`config.mk`:
```
export PLATFORM = sky130hd
export DESIGN_NAME = round_robin_arbiter_with_lock
export DESIGN_NICKNAME = d
export VERILOG_FILES = /design/src/rtl/rr_arb_pkg.sv /design/src/rtl/rr_priority_picker.sv /design/src/rtl/round_robin_arbiter_with_lock.sv
export SDC_FILE = /design/constraint.sdc
export NUM_CORES = 1
export LEC_CHECK = 0
export BUFFER_PORTS_ARGS = -buffer_cell sky130_fd_sc_hd__buf_2
export CORE_AREA = 2 2 39 41
export DETAILED_ROUTE_END_ITERATION = 12
export DIE_AREA = 0 0 41 43
export PLACE_DENSITY = 0.68
export RECOVER_POWER = 50
export SLEW_MARGIN = 20
export SYNTH_ARGS = -nofsm -noshare
export SYNTH_HDL_FRONTEND = slang
export SYNTH_SLANG_ARGS = --single-unit
export TNS_END_PERCENT = 100
```
`constraint.sdc`:
```
create_clock -name clk -period 1.9 [get_ports clk]
set_input_delay 0.475 -clock clk [delete_from_list [all_inputs] [get_ports clk]]
set_output_delay 0.475 -clock clk [all_outputs]
set_load 0.02 [all_outputs]
```
`src/rtl/rr_arb_pkg.sv`:
```
// Shared types and helpers for the round-robin arbiter with request lock.
// The optional hold limit is enabled by defining RR_ARB_HOLD_LIMIT_EN.
package rr_arb_pkg;

    localparam int MAX_REQ = 16;

    typedef enum logic [0:0] {
        IDLE  = 1'b0,
        OWNED = 1'b1
    } arb_state_t;

    // OR-reduction of set-bit positions; exact for one-hot or all-zero input.
    function automatic logic [3:0] onehot_to_idx(input logic [MAX_REQ-1:0] onehot);
        logic [3:0] idx;
        idx = '0;
        for (int i = 0; i < MAX_REQ; i++) begin
            if (onehot[i]) begin
                idx = idx | 4'(i);
            end
        end
        return idx;
    endfunction

endpackage

```
`src/rtl/rr_priority_picker.sv`:
```
// Combinational rotated priority encoder: scans req starting just after ptr,
// wrapping modulo N_REQ, optionally skipping one excluded index.
module rr_priority_picker #(
    parameter int N_REQ = 4,
    localparam int IDX_W = $clog2(N_REQ)
) (
    input  logic [N_REQ-1:0] req,
    input  logic [IDX_W-1:0] ptr,
    input  logic             exclude_en,
    input  logic [IDX_W-1:0] exclude_idx,
    output logic             found,
    output logic [IDX_W-1:0] winner
);

    localparam logic [IDX_W:0] N_WIDE = (IDX_W + 1)'(N_REQ);

    logic [N_REQ-1:0] eligible;
    logic [N_REQ-1:0] cand_hit;
    logic [IDX_W-1:0] cand_idx [N_REQ];

    genvar gi;
    generate
        for (gi = 0; gi < N_REQ; gi++) begin : g_eligible
            assign eligible[gi] = req[gi] && !(exclude_en && (exclude_idx == IDX_W'(gi)));
        end

        // Candidate gi is the requester visited at position gi of the rotated scan.
        for (gi = 0; gi < N_REQ; gi++) begin : g_cand
            logic [IDX_W:0] sum;
            logic [IDX_W:0] wrapped;
            assign sum          = {1'b0, ptr} + (IDX_W + 1)'(gi + 1);
            assign wrapped      = sum - N_WIDE;
            assign cand_idx[gi] = (sum >= N_WIDE) ? wrapped[IDX_W-1:0] : sum[IDX_W-1:0];
            assign cand_hit[gi] = eligible[cand_idx[gi]];
        end
    endgenerate

    always_comb begin
        found  = |cand_hit;
        winner = '0;
        for (int i = N_REQ - 1; i >= 0; i--) begin
            if (cand_hit[i]) begin
                winner = cand_idx[i];
            end
        end
    end

endmodule

```
`src/rtl/round_robin_arbiter_with_lock.sv`:
```
// Round-robin arbiter whose grant stays locked to the owner while it requests.
// Define RR_ARB_HOLD_LIMIT_EN to force rotation after MAX_HOLD cycles of ownership.
module round_robin_arbiter_with_lock #(
    parameter int N_REQ    = 4,
    parameter int MAX_HOLD = 8,
    localparam int IDX_W   = $clog2(N_REQ)
) (
    input  logic             clk,
    input  logic             rst,
    input  logic [N_REQ-1:0] req,
    output logic [N_REQ-1:0] grant,
    output logic             grant_valid,
    output logic [IDX_W-1:0] grant_idx
);
    import rr_arb_pkg::*;

    generate
        if (N_REQ < 2 || N_REQ > MAX_REQ || MAX_HOLD < 2) begin : g_param_check
            $error("round_robin_arbiter_with_lock: illegal N_REQ or MAX_HOLD");
        end
    endgenerate

    arb_state_t       state_reg, state_next;
    logic [IDX_W-1:0] ptr_reg, ptr_next;
    logic [N_REQ-1:0] grant_reg, grant_next;
    logic             grant_valid_reg, grant_valid_next;
    logic [IDX_W-1:0] grant_idx_reg, grant_idx_next;

    logic             pick_found;
    logic [IDX_W-1:0] pick_idx;
    logic [N_REQ-1:0] pick_onehot;
    logic [3:0]       pick_idx_full;
    logic             exclude_en;
    logic             hold_expired;
    logic             take_new;

    rr_priority_picker #(
        .N_REQ (N_REQ)
    ) u_picker (
        .req         (req),
        .ptr         (ptr_reg),
        .exclude_en  (exclude_en),
        .exclude_idx (grant_idx_reg),
        .found       (pick_found),
        .winner      (pick_idx)
    );

    assign pick_onehot   = N_REQ'(1) << pick_idx;
    assign pick_idx_full = onehot_to_idx(MAX_REQ'(pick_onehot));

    always_comb begin
        state_next       = state_reg;
        ptr_next         = ptr_reg;
        grant_next       = grant_reg;
        grant_valid_next = grant_valid_reg;
        grant_idx_next   = grant_idx_reg;
        take_new         = 1'b0;

        case (state_reg)
            IDLE: begin
                take_new = pick_found;
            end
            OWNED: begin
                if (!req[grant_idx_reg]) begin
                    // Release: hand off with no bubble, or fall back to idle.
                    if (pick_found) begin
                        take_new = 1'b1;
                    end else begin
                        state_next       = IDLE;
                        grant_next       = '0;
                        grant_valid_next = 1'b0;
                    end
                end else if (hold_expired && pick_found) begin
                    take_new = 1'b1;
                end
            end
            default: begin
                state_next       = IDLE;
                grant_next       = '0;
                grant_valid_next = 1'b0;
            end
        endcase

        if (take_new) begin
            state_next       = OWNED;
            ptr_next         = pick_idx;
            grant_next       = pick_onehot;
            grant_valid_next = 1'b1;
            grant_idx_next   = pick_idx_full[IDX_W-1:0];
        end
    end

    always_ff @(posedge clk) begin
        if (rst) begin
            state_reg       <= IDLE;
            ptr_reg         <= IDX_W'(N_REQ - 1);
            grant_reg       <= '0;
            grant_valid_reg <= 1'b0;
            grant_idx_reg   <= '0;
        end else begin
            state_reg       <= state_next;
            ptr_reg         <= ptr_next;
            grant_reg       <= grant_next;
            grant_valid_reg <= grant_valid_next;
            grant_idx_reg   <= grant_idx_next;
        end
    end

`ifdef RR_ARB_HOLD_LIMIT_EN
    localparam int HOLD_W = $clog2(MAX_HOLD);
    localparam logic [HOLD_W-1:0] HOLD_LAST = HOLD_W'(MAX_HOLD - 1);

    logic [HOLD_W-1:0] hold_reg, hold_next;

    // The owner is skipped while searching so a lone requester keeps the grant.
    assign exclude_en   = (state_reg == OWNED);
    assign hold_expired = (state_reg == OWNED) && (hold_reg == HOLD_LAST);

    always_comb begin
        hold_next = hold_reg;
        if (take_new || state_next != OWNED) begin
            hold_next = '0;
        end else if (hold_reg != HOLD_LAST) begin
            hold_next = hold_reg + 1'b1;
        end
    end

    always_ff @(posedge clk) begin
        if (rst) begin
            hold_reg <= '0;
        end else begin
            hold_reg <= hold_next;
        end
    end
`else
    assign exclude_en   = 1'b0;
    assign hold_expired = 1'b0;
`endif

    assign grant       = grant_reg;
    assign grant_valid = grant_valid_reg;
    assign grant_idx   = grant_idx_reg;

endmodule

```
Word-level counts from Yosys, hierarchy flattened

Index checks and enable logic that the tools add are counted.

Equal/unequal tests: 2
Muxes and demuxes: 35
Reduce and logical (&&, ||, !) cells: 3
Add/sub/neg operators: 8
Order comparisons: 9
Shift-type cells: 1
Bitwise operators: 1

Operator list:

| operator              | number |
|---|---|
| $mux W2               | 10 |
| $mux W4               | 4 |
| $lt A2 B3 Y1 const B  | 5 |
| $mux W1               | 15 |
| $ge A3 B3 Y1 const B  | 4 |
| $bmux W1 S2           | 5 |
| $sub A2 B1 Y2 const B | 4 |
| $add A2 B2 Y3 const B | 2 |
| $reduce_or A4 Y1      | 1 |
| $shl A1 B2 Y4 const A | 1 |
| $add A2 B1 Y3 const B | 1 |
| $add A2 B3 Y3 const B | 1 |
| $reduce_and A3 Y1     | 1 |
| $ne A2 B1 Y1 const B  | 1 |
| $ne A2 B2 Y1 const B  | 1 |
| $pmux W1 S2           | 1 |
| $reduce_bool A2 Y1    | 1 |
| $not A1 Y1            | 1 |

Output and inout port bits: 7
Word-level logic and storage cells: 64
Register bits after elaboration: 10
Bits of input ports: 6

Depth between registers and ports, before layout

Gate-level depths: netlist of the first run.

Word-level depth: 13
Mapped depth: 4
Depth with buffers taken out: 4

Cells and area by module

From an unflattened synthesis of the first run, not the netlist that was laid out.

Cell total of the unflattened synthesis: 92
Area, all modules: 759.5 µm²

Modules (own cells, without submodules):

| module                        | instances | sequential area each (µm²) | cells each | area each (µm²) |
|---|---|---|---|---|
| round_robin_arbiter_with_lock | 1         | 200.2                      | 45         | 441.7 |
| rr_priority_picker            | 1         | 0.0                        | 47         | 317.8 |

Least setup slack after synthesis of the first run

Ideal clock, no wire load.

Path type: register to register
Start: register grant_idx_reg[0] (netlist: grant_idx[0])
End: register ptr_reg[0]
Cell stages (with the launch flop): 5
Arrival: 1.374 ns
Setup time: 0.128 ns
Path buffers: 0
Clock period less this slack: 1.502 ns
Data required time: 1.772 ns
Path slack: 0.398 ns
Cell sequence: dfxtp_1 > mux2i_1 > o22ai_4 > nor4_1 > o21bai_1

Longest elaborated chain between the ends: 4

Ends and longest elaborated chain:

| element                       | RTL line                             | RTL |
|---|---|---|
| from (decl)                   | round_robin_arbiter_with_lock.sv:27  | `logic [IDX_W-1:0] grant_idx_reg, grant_idx_next;` |
| from (signal assigned)        | round_robin_arbiter_with_lock.sv:105 | `grant_idx_reg <= grant_idx_next;` |
| $bmux W1 S2                   | round_robin_arbiter_with_lock.sv:64  | `if (!req[grant_idx_reg]) begin` |
| $mux W1 (not written as such) | round_robin_arbiter_with_lock.sv:64  |  |
| $mux W1                       | round_robin_arbiter_with_lock.sv:64  |  |
| $pmux W1 S2                   | round_robin_arbiter_with_lock.sv:59  | `case (state_reg)` |
| to (signal assigned)          | round_robin_arbiter_with_lock.sv:96  | `ptr_reg <= IDX_W'(N_REQ - 1);` |
| to (signal assigned)          | round_robin_arbiter_with_lock.sv:102 | `ptr_reg <= ptr_next;` |
| to (decl)                     | round_robin_arbiter_with_lock.sv:24  | `logic [IDX_W-1:0] ptr_reg, ptr_next;` |

No other way between the ends. The select of a mux whose other input is x is not followed.
A chain may end at the register's enable or synchronous reset.

Worst setup path in the final report of the first run

Start: input req[1]
End: register grant_reg[2] (netlist: grant[2])

Longest elaborated chain between the ends: 8
Elaborated cells on any way between the ends: 24
Classes of those cells: 2 x eq/ne; 1 x shift; 18 x mux; 3 x reduce/logical

Ends and longest elaborated chain:

| element                                                              | RTL line                                                      | RTL |
|---|---|---|
| from (decl)                                                          | round_robin_arbiter_with_lock.sv:10                           | `input logic [N_REQ-1:0] req,` |
| $bmux W1 S2                                                          | rr_priority_picker.sv:34                                      | `assign cand_hit[gi] = eligible[cand_idx[gi]];` |
| $mux W1 (not written as such)                                        | rr_priority_picker.sv:34                                      |  |
| $reduce_or A4 Y1 / $mux W2 (equally long branches)                   | rr_priority_picker.sv:39, rr_priority_picker.sv:42            |  |
| $mux W1 / $mux W2 (equally long branches)                            | round_robin_arbiter_with_lock.sv:66, rr_priority_picker.sv:42 |  |
| $mux W1 / $mux W2 (equally long branches)                            | round_robin_arbiter_with_lock.sv:64, rr_priority_picker.sv:42 |  |
| $pmux W1 S2 / $mux W2 (equally long branches)                        | round_robin_arbiter_with_lock.sv:59, rr_priority_picker.sv:42 |  |
| $ne A2 B2 Y1 (no source line) (tied with other cells)                | -                                                             |  |
| $reduce_and A3 Y1 (no source line) / $mux W4 (equally long branches) | -                                                             |  |
| to (signal assigned)                                                 | round_robin_arbiter_with_lock.sv:103                          | `grant_reg <= grant_next;` |
| to (decl)                                                            | round_robin_arbiter_with_lock.sv:25                           | `logic [N_REQ-1:0] grant_reg, grant_next;` |

Parallel ways exist; a longest one is shown, timed or not. The select of a mux whose other input is x is not followed.

==> parameters.txt, run 1 <==
Parameter                              Value

STA
  Worst slew pin tran    0.517 ns
  Final clock period utilization by the worst path    84.2%
  Unrepaired setup endpoints after global routing    false
  Slew HR    65.3%
  Final-layout setup total negative slack    0 ns
  Final critical path time including I/O delays and setup    1.60 ns
  Maximum frequency from static timing analysis    625 MHz
  Max-slew violations    0
  Total of endpoints with negative setup slack in the final report    0
  Final hold vios    0
  Final Skew    0.00990 ns

Critical path
  Worst r2r src    grant_idx[0]$_SDFFE_PP0P_
  Startpoint-to-endpoint class of the critical path    in -> reg
  Reg2Reg Setup Slack    0.38 ns
  Arrival time of data at the critical path endpoint    1.76 ns
  Cell type with the highest occurrence count on the critical path    sky130_fd_sc_hd__nor3_1
  Crit path launch    req[1]
  Count of cells along the worst register-to-register path    4
  Setup crit end    grant[2]$_SDFFE_PP0P_
  Worst Path Required    2.06 ns
  Endpoint type of the worst setup path    register
  Startpoint type of the worst setup path    input pin
  Worst r2r dst    ptr_reg[0]$_SDFFE_PP1P_
  Cell with the largest stage delay on the worst path    sky130_fd_sc_hd__nor3_1
  Worst-path maximum fanout    7
  Cells along the critical path    buf_2, or2_1, nor3_1, nor3_1, a32o_2
  Crit-path max cell delay    0.42 ns

Logic synthesis
  Post-synthesis net count    62
  Synthesis-stage register bit count    10
  Most numerous cell types in the synthesized netlist    sky130_fd_sc_hd__dfxtp_1, sky130_fd_sc_hd__a21oi_1, sky130_fd_sc_hd__nand2b_1
  Largest cells by area after synthesis    sky130_fd_sc_hd__dfxtp_1, sky130_fd_sc_hd__a32o_2, sky130_fd_sc_hd__a21oi_1
  Sequential-to-total area share from yosys stat    37.6%
  Gate count after technology mapping    56
  Post-synthesis cell type with the largest combined area    sky130_fd_sc_hd__dfxtp_1
  Async set-or-reset flop fraction in the synthesized netlist    0%
  Cell area after synthesis    533 um^2
  Synth Warn #    0
  Post-synth EDFFs    0
  Synth top area share    37.6%
  Dominant synthesized flop cell    sky130_fd_sc_hd__dfxtp_1
  Synthesized area divided by synthesized cell count    9.52 um^2
  Count leader, synth    sky130_fd_sc_hd__dfxtp_1
  Count of unique library cells instantiated by Yosys    29

Cells and area
  Number of diodes added for antenna fixing    0
  Layout area overhead    18.5%
  Layout Cell Area excl Fill    632 um^2
  Nets@finish    78
  Fraction of layout cells with a size suffix above 1    23.9%
  Largest register FFs    4

Drt
  Vias post-DR    479
  WL final    1080 um
  Per-cell routed wire length    12.4 um
  Number of vias per cell after detailed routing    5.51
  Count of nets left with antenna violations after detail routing    0
  Initial detailed-routing violation count    5
  1st-pass router iterations    4
  Drc violations    0

Power and ir drop
  Total power after layout    604 uW
  Leakage power figure    0.238 nW
  VDD IR-drop max    0.000476 V
  Power per Cell Area    956 nW/um^2

CTS
  Clk sinks    10
  Num CTS Buffers    3
  CTS root buf    sky130_fd_sc_hd__clkbuf_4
  Number of resized instances in the post-cts repair step    0
  Post-CTS clock slew at the launch and capture registers of the worst setup and hold paths    0.06 ns
  CTS tree    yes
  CTS Buffer Depth    2
  Buffers inserted during post-CTS setup optimization    0
  Number of buffers inserted for hold repair after clock tree synthesis    0
  Count of H-tree levels built during CTS    1
  Worst-skew pair later-pin latency    0.27 ns

Floorplan
  Height of the chip    43 um
  Full die area    1760 um^2
  Placeable core region    1380 um^2
  Top-level I/O count    13
  Num rows    14
  Horiz. Die Dim    41 um
  Initial Util    38.5%

Placement
  # port buffers    12
  Detailed-placement wirelength estimate    821 um
  Final Wtd Congestion    0.769
  Placed standard-cell area    609 um^2

Run
  Max Cap Viol    0

Global routing
  Maximum number of pins on one net before global-route repair    10
  Total congestion overflow after global routing    0
  First-pass GRT wire length    1860 um
  Antenna violations before repair    0
  Number of global-route vias before repair    453
  All-Layer GR Usage    15.8%

Run status
  Status    finished clean

Hold path
  Path category of the worst min-delay check    reg -> reg
[per-stage QoR]
step | setup slack [ns] | hold slack [ns] | utilization [%] | instances
2_1_floorplan | 0.398 | 0.482 | - | 56
3_3_place_gp | 0.212 | 0.451 | 44.0 | 83
3_5_place_dp | 0.214 | 0.452 | 44.0 | 83
4_1_cts | 0.375 | 0.459 | 46.7 | 87
5_1_grt | 0.204 | 0.473 | 45.7 | 87
6_report | 0.300 | 0.467 | 45.7 | 87
[worst max-delay path, delay by kind of cell]
kind	cells	cell delay, ns
AO/OA/AOI/OAI	1	0.29
buffers and inverters	1	0.13
AND/OR/NAND/NOR	3	0.85
[kinds of logic after synthesis]
logic type | share of synthesized area [%]
buf+inv | 0.704
mux | 3.76
flops | 37.6
compound gates | 34.0
simple gates | 23.9
[power by group]
group / switching, mW / internal, mW / total, mW
Clock: 0.0748 / 0.116 / 0.191
Sequential: 0.0208 / 0.236 / 0.256
Combinational: 0.0920 / 0.0644 / 0.156
[layout make-up]
type	instances	area (um^2)
Fill cell	150	752
Multi-Input combinational cell	45	324
Sequential cell	10	200
Timing Repair Buffer	12	51.3
Clock buffer	4	36.3
Tap cell	16	20.0
[how the worst min path moves through the flow]
stage	start	end	slack, ns	cells past startpoint
finish	grant[1]$_SDFFE_PP0P_	grant[1]$_SDFFE_PP0P_	0.47	1
global route	rst	grant[3]$_SDFFE_PP0P_	0.47	2
CTS	rst	grant[3]$_SDFFE_PP0P_	0.46	2
detailed placement	grant[2]$_SDFFE_PP0P_	grant[2]$_SDFFE_PP0P_	0.45	1
global placement	grant[1]$_SDFFE_PP0P_	grant[1]$_SDFFE_PP0P_	0.45	1
floorplan	state_reg$_SDFF_PP0_	grant_valid$_SDFFE_PP0P_	0.48	1
[per-layer routing]
layer	wire length [um]	share of wire, %	vias to the layer above	global-route usage, %
li1	-	-	249	-
met1	462	43	219	18.6
met2	541	50	11	23.8
met3	76	7.0	0	7.85
met4	0	0	0	6.00
met5	0	0	-	0
[layout by cell type (no fill, tap or decap), types with 2 or more instances in the layout]
cell type,n
sky130_fd_sc_hd__a32o_2,3
sky130_fd_sc_hd__clkbuf_1,7
sky130_fd_sc_hd__mux2i_1,2
sky130_fd_sc_hd__nor3_1,4
sky130_fd_sc_hd__nand2b_1,4
sky130_fd_sc_hd__a21oi_1,6
sky130_fd_sc_hd__nand2_1,2
sky130_fd_sc_hd__o21ai_0,3
sky130_fd_sc_hd__buf_2,5
sky130_fd_sc_hd__clkbuf_4,3
sky130_fd_sc_hd__nor2_1,3
sky130_fd_sc_hd__dfxtp_1,10
Note: power is estimated with default switching activity, not from simulation.
==> run 2: changes to the inputs <==
clock period = 1.66 ns   (was 1.9 ns; I/O delays follow)
==> run 2 against run 1 <==
- clock skew decreased by 0.0059 ns
- non-clock buffer count increased by 2
- wire length increased by 6.5%
- worst setup slack got worse by 0.16 ns
- critical path depth decreased by 1
- final cell count increased by 2.3%
- first-iteration DRC count increased by 20%
- clock power increased by 13%
- core utilization increased by 1.1 points
- sequential power increased by 16%
- cell area increased by 2.4%
- sequential share of layout area decreased by 0.74 points
- critical path type is now reg -> reg
- largest cell class unchanged
==> parameters.txt, run 2 (synthesis gave the netlist of run 1 again) <==
Parameter                              Value

Floorplan
  Placeable core region    1380 um^2 (unchanged)
  Top-level I/O count    13 (unchanged)
  Initial Util    38.5% (unchanged)
  Num rows    14 (unchanged)
  Horiz. Die Dim    41 um (unchanged)
  Full die area    1760 um^2 (unchanged)
  Height of the chip    43 um (unchanged)

Drt
  Detail Route met2 WL    512 um (-5.4%)
  Top routing layer in use    met4
  1st-pass router iterations    4 (unchanged)
  WL met3    66 um (-13%)
  Drc violations    0 (unchanged)
  Count of nets left with antenna violations after detail routing    0 (unchanged)
  Initial detailed-routing violation count    6 (+1)
  WL met1    564 um (+22%)
  WL final    1150 um (+6.5%)
  Vias post-DR    494 (+3.1%)
  Number of vias per cell after detailed routing    5.55 (+0.81%)
  Per-cell routed wire length    12.9 um (+4.1%)

Critical path
  Worst r2r dst    ptr_reg[0]$_SDFFE_PP1P_
  Worst r2r src    grant_idx[0]$_SDFFE_PP0P_
  Worst Path Required    1.81 ns (-0.25 ns)
  Crit-path max cell delay    0.40 ns (-0.02 ns)
  Startpoint-to-endpoint class of the critical path    reg -> reg
  Endpoint type of the worst setup path    register
  Startpoint type of the worst setup path    register
  Cell with the largest stage delay on the worst path    sky130_fd_sc_hd__dfxtp_1
  Count of cells along the worst register-to-register path    4 (unchanged)
  Combined buffer and inverter count along the critical path    0 (-1)
  Reg2Reg Setup Slack    0.14 ns (-0.24 ns)
  Arrival time of data at the critical path endpoint    1.66 ns (-0.10 ns)
  Family of cells with the greatest summed delay on the critical path    flip-flops
  Worst-path maximum fanout    6 (-1)
  Cells along the critical path    mux2i_1, o22ai_4, nor4_1, o21bai_1

Global routing
  Antenna violations before repair    0 (unchanged)
  Total congestion overflow after global routing    0 (unchanged)
  All-Layer GR Usage    15.3% (-0.55 points)
  Number of global-route vias before repair    423 (-6.6%)
  First-pass GRT wire length    1810 um (-2.3%)
  Maximum number of pins on one net before global-route repair    10 (unchanged)

Hold path
  Critical hold path startpoint    rst
  Hold Path Sink    grant[3]$_SDFFE_PP0P_
  Min-Delay Path Depth    2 (+1)
  Path category of the worst min-delay check    in -> reg

STA
  Final Skew    0.00398 ns (-0.00592 ns)
  Total of endpoints with negative setup slack in the final report    0 (unchanged)
  Slew HR    74.0% (+8.7 points)
  Final clock period utilization by the worst path    91.4%
  Final critical path time including I/O delays and setup    1.52 ns
  Final hold vios    0 (unchanged)
  Maximum frequency from static timing analysis    659 MHz
  Fin worst setup slack    0.143 ns (-0.157 ns)
  Worst slew pin tran    0.387 ns (-0.130 ns)
  Unrepaired setup endpoints after global routing    false
  Final-layout setup total negative slack    0 ns (unchanged)
  Max-slew violations    0 (unchanged)

Cells and area
  Final standard cell utilization of the core    46.7% (+1.1 points)
  Layout area overhead    21.4%
  Nets@finish    80 (+2.6%)
  Largest register FFs    4 (unchanged)
  Fraction of layout cells with a size suffix above 1    26.0% (+2.1 points)
  Number of diodes added for antenna fixing    0 (unchanged)
  Highest-count cells in the layout ignoring fill and taps    sky130_fd_sc_hd__dfxtp_1, sky130_fd_sc_hd__clkbuf_1, sky130_fd_sc_hd__a21oi_1
  Most frequent standard cell in the layout excluding fill and tap cells    sky130_fd_sc_hd__dfxtp_1
  Fin cells    89 (+2.3%)

CTS
  Worst-skew pair later-pin latency    0.26 ns (about the same)
  Buffers inserted during post-CTS setup optimization    0 (unchanged)
  Num CTS Buffers    3 (unchanged)
  Count of H-tree levels built during CTS    1 (unchanged)
  Number of resized instances in the post-cts repair step    0 (unchanged)
  Clk sinks    10 (unchanged)
  CTS root buf    sky130_fd_sc_hd__clkbuf_4
  CTS tree    yes
  Post-CTS clock slew at the launch and capture registers of the worst setup and hold paths    0.07 ns (about the same)
  CTS Buffer Depth    2 (unchanged)
  Number of buffers inserted for hold repair after clock tree synthesis    0 (unchanged)

Placement
  # port buffers    12 (unchanged)
  Pre-CTS WS    0.0568 ns (-0.157 ns)
  Final Wtd Congestion    0.798 (+3.8%)
  Number of placed instances, taps included    85 (+2.4%)
  Detailed-placement wirelength estimate    856 um (+4.2%)

Run status
  Status    finished clean

Run
  Max Cap Viol    0 (unchanged)

Power and ir drop
  VDD IR-drop max    0.000568 V (+19%)
  Power per Cell Area    1080 nW/um^2 (+13%)
  Leakage power figure    0.249 nW (+4.3%)
-- run 2: cell count changes in the layout (fill, tap and decap cells not counted) --
cell / change
sky130_fd_sc_hd__buf_4: +2
-- run 2: worst reg2reg max path: stages, from the launching register on --
cell and delay, ns:
sky130_fd_sc_hd__dfxtp_1 0.40, sky130_fd_sc_hd__mux2i_1 0.35, sky130_fd_sc_hd__o22ai_4 0.13, sky130_fd_sc_hd__nor4_1 0.40, sky130_fd_sc_hd__o21bai_1 0.12
-- run 2: where the power goes --
group / switching (mW) / internal [mW]
clock network: 0.0830 / 0.133
registers: 0.0260 / 0.270
logic: 0.107 / 0.0781
-- run 2: layout make-up --
type	count	area (um^2)
clock buffer	4	36.3
tap	16	20.0
sequential	10	200
timing repair buffer	14	66.3
fill	147	737
multi-input combinational	45	324
-- run 2: stage by stage --
step                      instance area (um^2)  hold WS [ns]  total power [mW]
after floorplan                            533         0.482             0.432
after global placement                     624         0.451             0.487
after detailed placement                   624         0.452             0.490
after CTS                                  661         0.409             0.713
after global routing                       647         0.420             0.744
final                                      647         0.423             0.696
-- run 2: metal layers --
metal / vias to the layer above / track usage (%)
met2: 10 / 21.3
met4: 0 / 6.00
met5: - / 0
met1: 229 / 20.4
met3: 2 / 6.28
li1: 253 / -
-- run 2: worst max-delay path by stage --
stage | start | slack, ns | to | cells past startpoint
global route | grant_idx[0]$_SDFFE_PP0P_ | 0.02 | ptr_reg[0]$_SDFFE_PP1P_ | 4
detailed placement | req[3] | 0.06 | ptr_reg[0]$_SDFFE_PP1P_ | 5
floorplan | grant_idx[0]$_SDFFE_PP0P_ | 0.16 | ptr_reg[0]$_SDFFE_PP1P_ | 4
global placement | req[1] | 0.09 | grant[3]$_SDFFE_PP0P_ | 5
CTS | grant_idx[0]$_SDFFE_PP0P_ | 0.15 | ptr_reg[0]$_SDFFE_PP1P_ | 4
finish | grant_idx[0]$_SDFFE_PP0P_ | 0.14 | ptr_reg[0]$_SDFFE_PP1P_ | 4
